### src/rtl/adder_ctrl_pkg.sv
// rtl/adder_ctrl_pkg.sv - shared types and constants for the nibble-serial adder
package adder_ctrl_pkg;

    localparam int NIBBLE = 4;

    typedef enum logic [1:0] {
        IDLE = 2'd0,
        RUN  = 2'd1,
        DONE = 2'd2
    } state_t;

endpackage

### src/rtl/adder_slice4.sv
// rtl/adder_slice4.sv - combinational 4-bit ripple adder built from decoder-style full adders
module adder_slice4
    import adder_ctrl_pkg::*;
(
    input  logic [NIBBLE-1:0] a,
    input  logic [NIBBLE-1:0] b,
    input  logic              cin,
    output logic [NIBBLE-1:0] s,
    output logic [NIBBLE-1:0] c
);

    // Each full adder decodes {a,b,cin} to one of 8 minterms and ORs the relevant ones.
    always_comb begin
        logic [7:0] m;
        logic       cy;
        m  = '0;
        cy = cin;
        s  = '0;
        c  = '0;
        for (int i = 0; i < NIBBLE; i++) begin
            m    = 8'b1 << {a[i], b[i], cy};
            s[i] = m[1] | m[2] | m[4] | m[7];
            cy   = m[3] | m[5] | m[6] | m[7];
            c[i] = cy;
        end
    end

endmodule

### src/rtl/nibble_serial_adder_ctrl.sv
// rtl/nibble_serial_adder_ctrl.sv - WIDTH-bit add sequenced one nibble per cycle; `OVERFLOW_DETECT_EN adds ovf
module nibble_serial_adder_ctrl
    import adder_ctrl_pkg::*;
#(
    parameter int WIDTH = 16
) (
    input  logic             clk,
    input  logic             rst_n,
    input  logic             in_valid,
    output logic             in_ready,
    input  logic [WIDTH-1:0] a,
    input  logic [WIDTH-1:0] b,
    input  logic             c_in,
    output logic             out_valid,
    input  logic             out_ready,
    output logic [WIDTH-1:0] sum,
    output logic             c_out,
`ifdef OVERFLOW_DETECT_EN
    output logic             ovf,
`endif
    output logic             busy
);

    localparam int NSTEP = WIDTH / NIBBLE;
    localparam int SW    = (NSTEP > 1) ? $clog2(NSTEP) : 1;
    localparam logic [SW-1:0] LAST_STEP = SW'(NSTEP - 1);

    state_t            state_q, state_d;
    logic [SW-1:0]     step_q;
    logic              carry_q;
    logic [WIDTH-1:0]  a_q, b_q, sum_q;
    logic              c_out_q;
    logic [NIBBLE-1:0] sl_a, sl_b, sl_s, sl_c;
    logic              accept, last_step;

    assign accept    = in_valid & in_ready;
    assign last_step = (state_q == RUN) && (step_q == LAST_STEP);

    // The single shared slice sees the nibble selected by the step counter.
    assign sl_a = a_q[NIBBLE*step_q +: NIBBLE];
    assign sl_b = b_q[NIBBLE*step_q +: NIBBLE];

    adder_slice4 u_slice (
        .a   (sl_a),
        .b   (sl_b),
        .cin (carry_q),
        .s   (sl_s),
        .c   (sl_c)
    );

    always_ff @(posedge clk or negedge rst_n) begin
        if (!rst_n) state_q <= IDLE;
        else        state_q <= state_d;
    end

    always_comb begin
        state_d = state_q;
        case (state_q)
            IDLE:    if (accept)    state_d = RUN;
            RUN:     if (last_step) state_d = DONE;
            DONE:    if (out_ready) state_d = IDLE;
            default:                state_d = IDLE;
        endcase
    end

    always_comb begin
        in_ready  = (state_q == IDLE);
        out_valid = (state_q == DONE);
        busy      = (state_q == RUN) || (state_q == DONE);
    end

    always_ff @(posedge clk or negedge rst_n) begin
        if (!rst_n) begin
            step_q  <= '0;
            carry_q <= 1'b0;
            a_q     <= '0;
            b_q     <= '0;
            sum_q   <= '0;
            c_out_q <= 1'b0;
        end else if (accept) begin
            a_q     <= a;
            b_q     <= b;
            carry_q <= c_in;
            step_q  <= '0;
        end else if (state_q == RUN) begin
            sum_q[NIBBLE*step_q +: NIBBLE] <= sl_s;
            carry_q                        <= sl_c[NIBBLE-1];
            if (last_step) c_out_q <= sl_c[NIBBLE-1];
            else           step_q  <= step_q + 1'b1;
        end
    end

`ifdef OVERFLOW_DETECT_EN
    logic ovf_q;

    // Signed overflow: carry out of the MSB differs from carry into it.
    always_ff @(posedge clk or negedge rst_n) begin
        if (!rst_n)         ovf_q <= 1'b0;
        else if (accept)    ovf_q <= 1'b0;
        else if (last_step) ovf_q <= sl_c[NIBBLE-1] ^ sl_c[NIBBLE-2];
    end

    assign ovf = ovf_q;
`endif

    assign sum   = sum_q;
    assign c_out = c_out_q;

endmodule

### config.mk
export PLATFORM = sky130hd
export DESIGN_NAME = nibble_serial_adder_ctrl
export DESIGN_NICKNAME = d
export VERILOG_FILES = /design/src/rtl/adder_ctrl_pkg.sv /design/src/rtl/adder_slice4.sv /design/src/rtl/nibble_serial_adder_ctrl.sv
export SDC_FILE = /design/constraint.sdc
export NUM_CORES = 1
export LEC_CHECK = 0
export ABC_AREA = 1
export BUFFER_PORTS_ARGS = -buffer_cell sky130_fd_sc_hd__buf_2
export CORE_MARGIN = 2
export CORE_UTILIZATION = 40
export DETAILED_ROUTE_END_ITERATION = 8
export PLACE_DENSITY = 0.72
export SKIP_CTS_REPAIR_TIMING = 1
export SYNTH_ARGS = -nofsm -noshare
export SYNTH_HDL_FRONTEND = slang
export SYNTH_HIERARCHICAL = 1
export SYNTH_SLANG_ARGS = --single-unit
### constraint.sdc
create_clock -name clk -period 8.8 [get_ports clk]
set_input_delay 0.44 -clock clk [delete_from_list [all_inputs] [get_ports clk]]
set_output_delay 0.44 -clock clk [all_outputs]
set_load 0.02 [all_outputs]
Word level (Yosys, flattened, before mapping)
Cells that the tools add are included.
- reduce and logical (&&, ||, !) cells: 8
- shifts and indexed selects: 8
- $add $sub $neg: 2
- multiplexer cells: 10
- $lt $le $gt $ge: 0
- divide/modulo/power cells: 0
- $mul: 0
- equal/unequal tests: 7
- bitwise operators: 26
- operators by type and width (kind ; count):
    negation 4 -> 34 bit ; 1
    variable shift 4 x 34 -> 16 bit (first input constant) ; 1
    variable part select 4 x 34 -> 16 bit ; 1
    variable part select 16 x 5 -> 4 bit ; 2
    left shift 1 x 3 -> 8 bit (first input constant) ; 4
    bitwise OR 1 bit ; 24
    bitwise mux 16 bit ; 1
    two-way mux 2 bit ; 6
    case mux 2 bit (3 select lines) ; 1
    AND reduction 3 bit ; 2
    equality test 2 bit (second input constant) ; 2
    != test 2 x 1 -> 1 bit (second input constant) ; 2
    != test 2 bit (second input constant) ; 2
    AND reduction 2 bit ; 2
    adder 2 x 1 -> 2 bit (second input constant) ; 1
    equality test 2 x 1 -> 1 bit (second input constant) ; 1
    zero test 2 bit ; 1
    two-way mux 1 bit ; 2
    nonzero test 2 bit ; 1
    bitwise AND 1 bit ; 1
    logical AND 1 bit ; 1
    logical OR 1 bit ; 1
    NOT 1 bit ; 1
- memories kept: 0
- bits of input ports: 37
- flip-flop bits (word level): 54
- logic and storage cells: 68
- memory bits (read-only): 0
- memory bits (writable): 0
- output and inout bits: 20
- bits in latches: 0

Longest topological paths before layout
- depth in word-level cells: 19
- gate-level depth with buffers: 17
- gate-level depth less buffers: 16

Modules after synthesis
The synthesis kept the hierarchy.
- by module, submodules not included (module ; area each (sq um) ; instances ; sequential area each (sq um) ; cells an instance):
    nibble_serial_adder_ctrl ; 2621.3 ; 1 ; 1351.3 ; 314
    adder_slice4 ; 117.6 ; 1 ; 0.0 ; 14

Worst setup path before layout
OpenSTA, ideal clock, no wires.
- kind: register to register
- start: register step_q[0]
- end: register sum_q[15], in the netlist sum[15]
- path slack: 6.009 ns
- data required time: 8.735 ns
- clock period less this slack: 2.791 ns
- buffers on the path: 2
- cell stages (with the launch flop): 18
- arrival: 2.726 ns
- cells stage by stage: dfrtp_1 > inv_2 > buf_6 > buf_6 > o211ai_2 > nand2_1 > inv_1 > fa_1 > inv_1 > fa_1 > fa_1 > inv_1 > fa_1 > inv_1 > nand2_1 > nor2_1 > nand2_1 > nand2_1
- longest elaborated chain between the ends: 19
- elaborated cells on any way between the ends: 31
- classes of those cells: 1 x add/sub; 8 x shift; 1 x mux; 21 x bitwise
- RTL lines (what ; line ; source):
    start: declaration ; nibble_serial_adder_ctrl.sv:29 ; logic [SW-1:0] step_q;
    start signal: assignment ; nibble_serial_adder_ctrl.sv:89 ; else step_q <= step_q + 1'b1;
    variable part select 16 x 5 -> 4 bit (*) ; nibble_serial_adder_ctrl.sv:40 ; assign sl_a = a_q[NIBBLE*step_q +: NIBBLE];
    net sl_a[0] ; nibble_serial_adder_ctrl.sv:33 ; logic [NIBBLE-1:0] sl_a, sl_b, sl_s, sl_c;
    left shift 1 x 3 -> 8 bit (*) ; adder_slice4.sv:21 ; m = 8'b1 << {a[i], b[i], cy};
    bitwise OR 1 bit (2 in a row) ; adder_slice4.sv:23 ; cy = m[3] | m[5] | m[6] | m[7];
    bitwise OR 1 bit (*) ; adder_slice4.sv:23 ;
    net sl_c[0] ; nibble_serial_adder_ctrl.sv:33 ;
    left shift 1 x 3 -> 8 bit (*) ; adder_slice4.sv:21 ;
    bitwise OR 1 bit (2 in a row) ; adder_slice4.sv:23 ;
    [... 1 more ...] ; - ;
    net sl_c[1] ; nibble_serial_adder_ctrl.sv:33 ;
    [... 3 more ...] ; - ;
    bitwise OR 1 bit (*) ; adder_slice4.sv:23 ;
    net sl_c[2] ; nibble_serial_adder_ctrl.sv:33 ;
    left shift 1 x 3 -> 8 bit (*) ; adder_slice4.sv:21 ;
    bitwise OR 1 bit (2 in a row) ; adder_slice4.sv:22 ; s[i] = m[1] | m[2] | m[4] | m[7];
    bitwise OR 1 bit (*) ; adder_slice4.sv:22 ;
    net sl_s[3] ; nibble_serial_adder_ctrl.sv:33 ;
    variable part select 4 x 34 -> 16 bit (*) ; nibble_serial_adder_ctrl.sv:86 ; sum_q[NIBBLE*step_q +: NIBBLE] <= sl_s;
    bitwise mux 16 bit (*) ; nibble_serial_adder_ctrl.sv:86 ;
    end signal: indexed assignment ; nibble_serial_adder_ctrl.sv:86 ;
    end: declaration ; nibble_serial_adder_ctrl.sv:31 ; logic [WIDTH-1:0] a_q, b_q, sum_q;
The timed path passes the listed nets; every way through them passes the cells marked *.
A chain may end at the register's enable or synchronous reset.

Worst setup path after layout
- start: register step_q[0]
- end: register sum_q[15], in the netlist sum[15]
- longest elaborated chain between the ends: 19
- elaborated cells on any way between the ends: 31
- classes of those cells: 1 x add/sub; 8 x shift; 1 x mux; 21 x bitwise
- RTL lines (what ; line ; source):
    variable part select 16 x 5 -> 4 bit (*) ; nibble_serial_adder_ctrl.sv:41 ; assign sl_b = b_q[NIBBLE*step_q +: NIBBLE];
    net sl_b[0] ; nibble_serial_adder_ctrl.sv:33 ;
    left shift 1 x 3 -> 8 bit (*) ; adder_slice4.sv:21 ;
    bitwise OR 1 bit (2 in a row) ; adder_slice4.sv:23 ;
    bitwise OR 1 bit (*) ; adder_slice4.sv:23 ;
    net sl_c[0] ; nibble_serial_adder_ctrl.sv:33 ;
    left shift 1 x 3 -> 8 bit (*) ; adder_slice4.sv:21 ;
    bitwise OR 1 bit (2 in a row) ; adder_slice4.sv:23 ;
    [... 1 more ...] ; - ;
    net sl_c[1] ; nibble_serial_adder_ctrl.sv:33 ;
    [... 3 more ...] ; - ;
    bitwise OR 1 bit (*) ; adder_slice4.sv:23 ;
    net sl_c[2] ; nibble_serial_adder_ctrl.sv:33 ;
    left shift 1 x 3 -> 8 bit (*) ; adder_slice4.sv:21 ;
    bitwise OR 1 bit (2 in a row) ; adder_slice4.sv:22 ;
    bitwise OR 1 bit (*) ; adder_slice4.sv:22 ;
    net sl_s[3] ; nibble_serial_adder_ctrl.sv:33 ;
    variable part select 4 x 34 -> 16 bit (*) ; nibble_serial_adder_ctrl.sv:86 ;
    bitwise mux 16 bit (*) ; nibble_serial_adder_ctrl.sv:86 ;
Marked as above.

==> out/results.ini <==
[cells_and_area]
stdcell_count = 460
layout.cells.most_common = nand2_1
fin_nets = 430
syn2layout_area_growth_pct = 14.5
drive_gt1_share_pct = 20.5
fin_util_pct = 46.7
antennaDiodeCount = 0
final_cell_mix = 144 x nand2_1, 56 x buf_2, 54 x dfrtp_1

[global_route]
grt_antenna_before_repair = 0
grt_pass1_wl_um = 9340
grt_pass1_vias = 2120
grt_overflow = 0
grt_use_total_pct = 15.7
grt_max_degree = 55

[synthesis]
synth_cell_types = 21
synth_area_um2 = 2740
ys_ff_latch = 54
syn_nets = 379
syn_inst = 328
ys_warn_count = 6
syn-mean-instance-area_um2 = 8.35
yosysSeqAreaShare_pct = 49.3

[die]
pin_count = 57
dieArea_um2 = 7520
initial_core_util_pct = 40.8
die_w_um = 86.7
core_area_um2 = 6720
rows = 30
die_h_um = 86.7

[clock_network]
ctsLongestPathBuffers = 2
cts-root-buf = clkbuf_8
cts_tree = yes
clk_latency_ns = 0.31
path_clk_slew_ns = 0.09
cts-buffers-inserted = 5
numClockSinks = 54
h-tree-depth = 2

[job]
cap_violations = 0

[pwr]
leakagePower_nw = 1.75
ir_worst_vdd_v = 0.000134
power.density_nw_per_um2 = 375

[worst_setup_path]
r2r_slack_ns = 5.45
required_ns = 9.05
reg2reg_from = step_q[0]$_DFFE_PN0P_
reg2regPathDepth = 16
timing.rr.end = sum[15]$_DFFE_PN0P_
critPathArrivalTime_ns = 3.60
worstPathMaxFanout = 41
critPathLaunchType = register
path_class = register to register
setup.worst_path.end_class = register

[placement]
place_congestion = 0.875
port_buffers = 56
hpwl_um = 4030
dpl.cell_count = 452

[detailed_routing]
ant_nets = 0
drt_iter0_markers = 103
routedWlPerCell_um = 11.9
vias = 2182
drt-vias-per-instance = 4.74
drt-total-wl_um = 5470
drcViolationCount = 0
first_pass_iters = 4

[sta]
holdWs_ns = 0.244
finalCriticalPeriod_ns = 3.35
clock-skew-final_ns = 0.00591
setup_viol = 0
setup_tns_ns = 0
rsz0062_at_grt = false
relSlewSlack_pct = 53.6
hold_violations = 0
drv_slew = 0
max_freq_mhz = 298
timing.final.crit_share_pct = 38.1
tightest_slew_ns = 0.694

[status]
outcome = complete, no violations

[worst_hold_path]
hold_class = input port to async pin

[registers in the layout, indices dropped and copies added (netlist names)]
register and count:
a_q 16, b_q 16, sum 16, state_q 2, step_q 2, c_out 1, carry_q 1
[synth_stat cells]
master / count / share of area, %
ha_1: 10 / 4.6
clkinv_1: 1 / 0.14
nand2_2: 1 / 0.23
o21ai_0: 20 / 3.7
buf_4: 2 / 0.55
nor3_2: 1 / 0.37
buf_2: 9 / 1.6
inv_2: 3 / 0.41
nand3b_1: 1 / 0.27
o211ai_1: 7 / 1.9
fa_1: 4 / 2.9
dfrtp_1: 54 / 49
buf_6: 2 / 0.82
nand3_1: 9 / 1.6
nor2_1: 9 / 1.2
inv_1: 33 / 4.5
a21oi_1: 1 / 0.18
nand4_1: 6 / 1.4
o211ai_2: 9 / 4.1
o21ai_1: 2 / 0.37
nand2_1: 144 / 20
[how the worst max path moves through the flow]
| stage | endpoint | slack (ns) | from |
|---|---|---|---|
| after detailed placement | sum[15]$_DFFE_PN0P_ | 5.50 | step_q[0]$_DFFE_PN0P_ |
| after global routing | sum[7]$_DFFE_PN0P_ | 5.18 | step_q[0]$_DFFE_PN0P_ |
| after global placement | sum[15]$_DFFE_PN0P_ | 5.64 | step_q[0]$_DFFE_PN0P_ |
| after CTS | sum[15]$_DFFE_PN0P_ | 5.46 | step_q[0]$_DFFE_PN0P_ |
| after floorplan | sum[15]$_DFFE_PN0P_ | 6.01 | step_q[0]$_DFFE_PN0P_ |
| final | sum[15]$_DFFE_PN0P_ | 5.45 | step_q[0]$_DFFE_PN0P_ |
[power breakdown]
group	switching, mW	internal (mW)
clock	0.0772	0.0636
combinational	0.412	0.207
sequential	0.0610	0.356
[cells by family (layout without fill, tap and decap cells)]
logic type	after synthesis	after routing	synth area share, %
AOI/OAI and AO/OA	39	39	10.2
adders and majority gates	14	14	7.49
buffers and inverters	50	102	8.09
DFF	54	54	49.3
and+or+nand+nor	171	171	24.9
[critical path, cell delays in order, from the launching register on]
cell and delay, ns:
dfrtp_1 0.46, inv_2 0.54, nand2_1 0.13, o211ai_1 0.13, nand2_1 0.07, inv_1 0.07, fa_1 0.18, inv_1 0.05
fa_1 0.37, fa_1 0.37, inv_1 0.08, fa_1 0.40, inv_1 0.10, nand2_1 0.06, nor2_1 0.12, nand2_1 0.07
nand2_1 0.06
[metal layers]
layer	track usage, %	part of all wire, %	vias to the layer above
met2	26.8	49	63
met4	4.97	1.5	0
met3	3.14	4.1	9
li1	-	-	1121
met5	0	0	-
met1	20.0	46	989
[layout make-up]
cell class / instances / area, µm²
clock buffers: 7 / 86.3
clock inverters: 1 / 5.00
fillers: 661 / 3580
inverters: 37 / 139
multi-input cells: 224 / 1170
flip-flops and latches: 54 / 1350
well taps: 80 / 100
repair buffers: 57 / 288
[per-stage QoR]
step	area, µm²	worst slack [ns]	total power [mW]
after floorplan	2740	6.01	0.893
after global placement	3040	5.64	1.02
after detailed placement	3040	5.50	1.04
after CTS	3140	5.46	1.18
after global routing	3140	5.18	1.29
final	3140	5.45	1.18
Note: power is estimated with default switching activity, not from simulation.
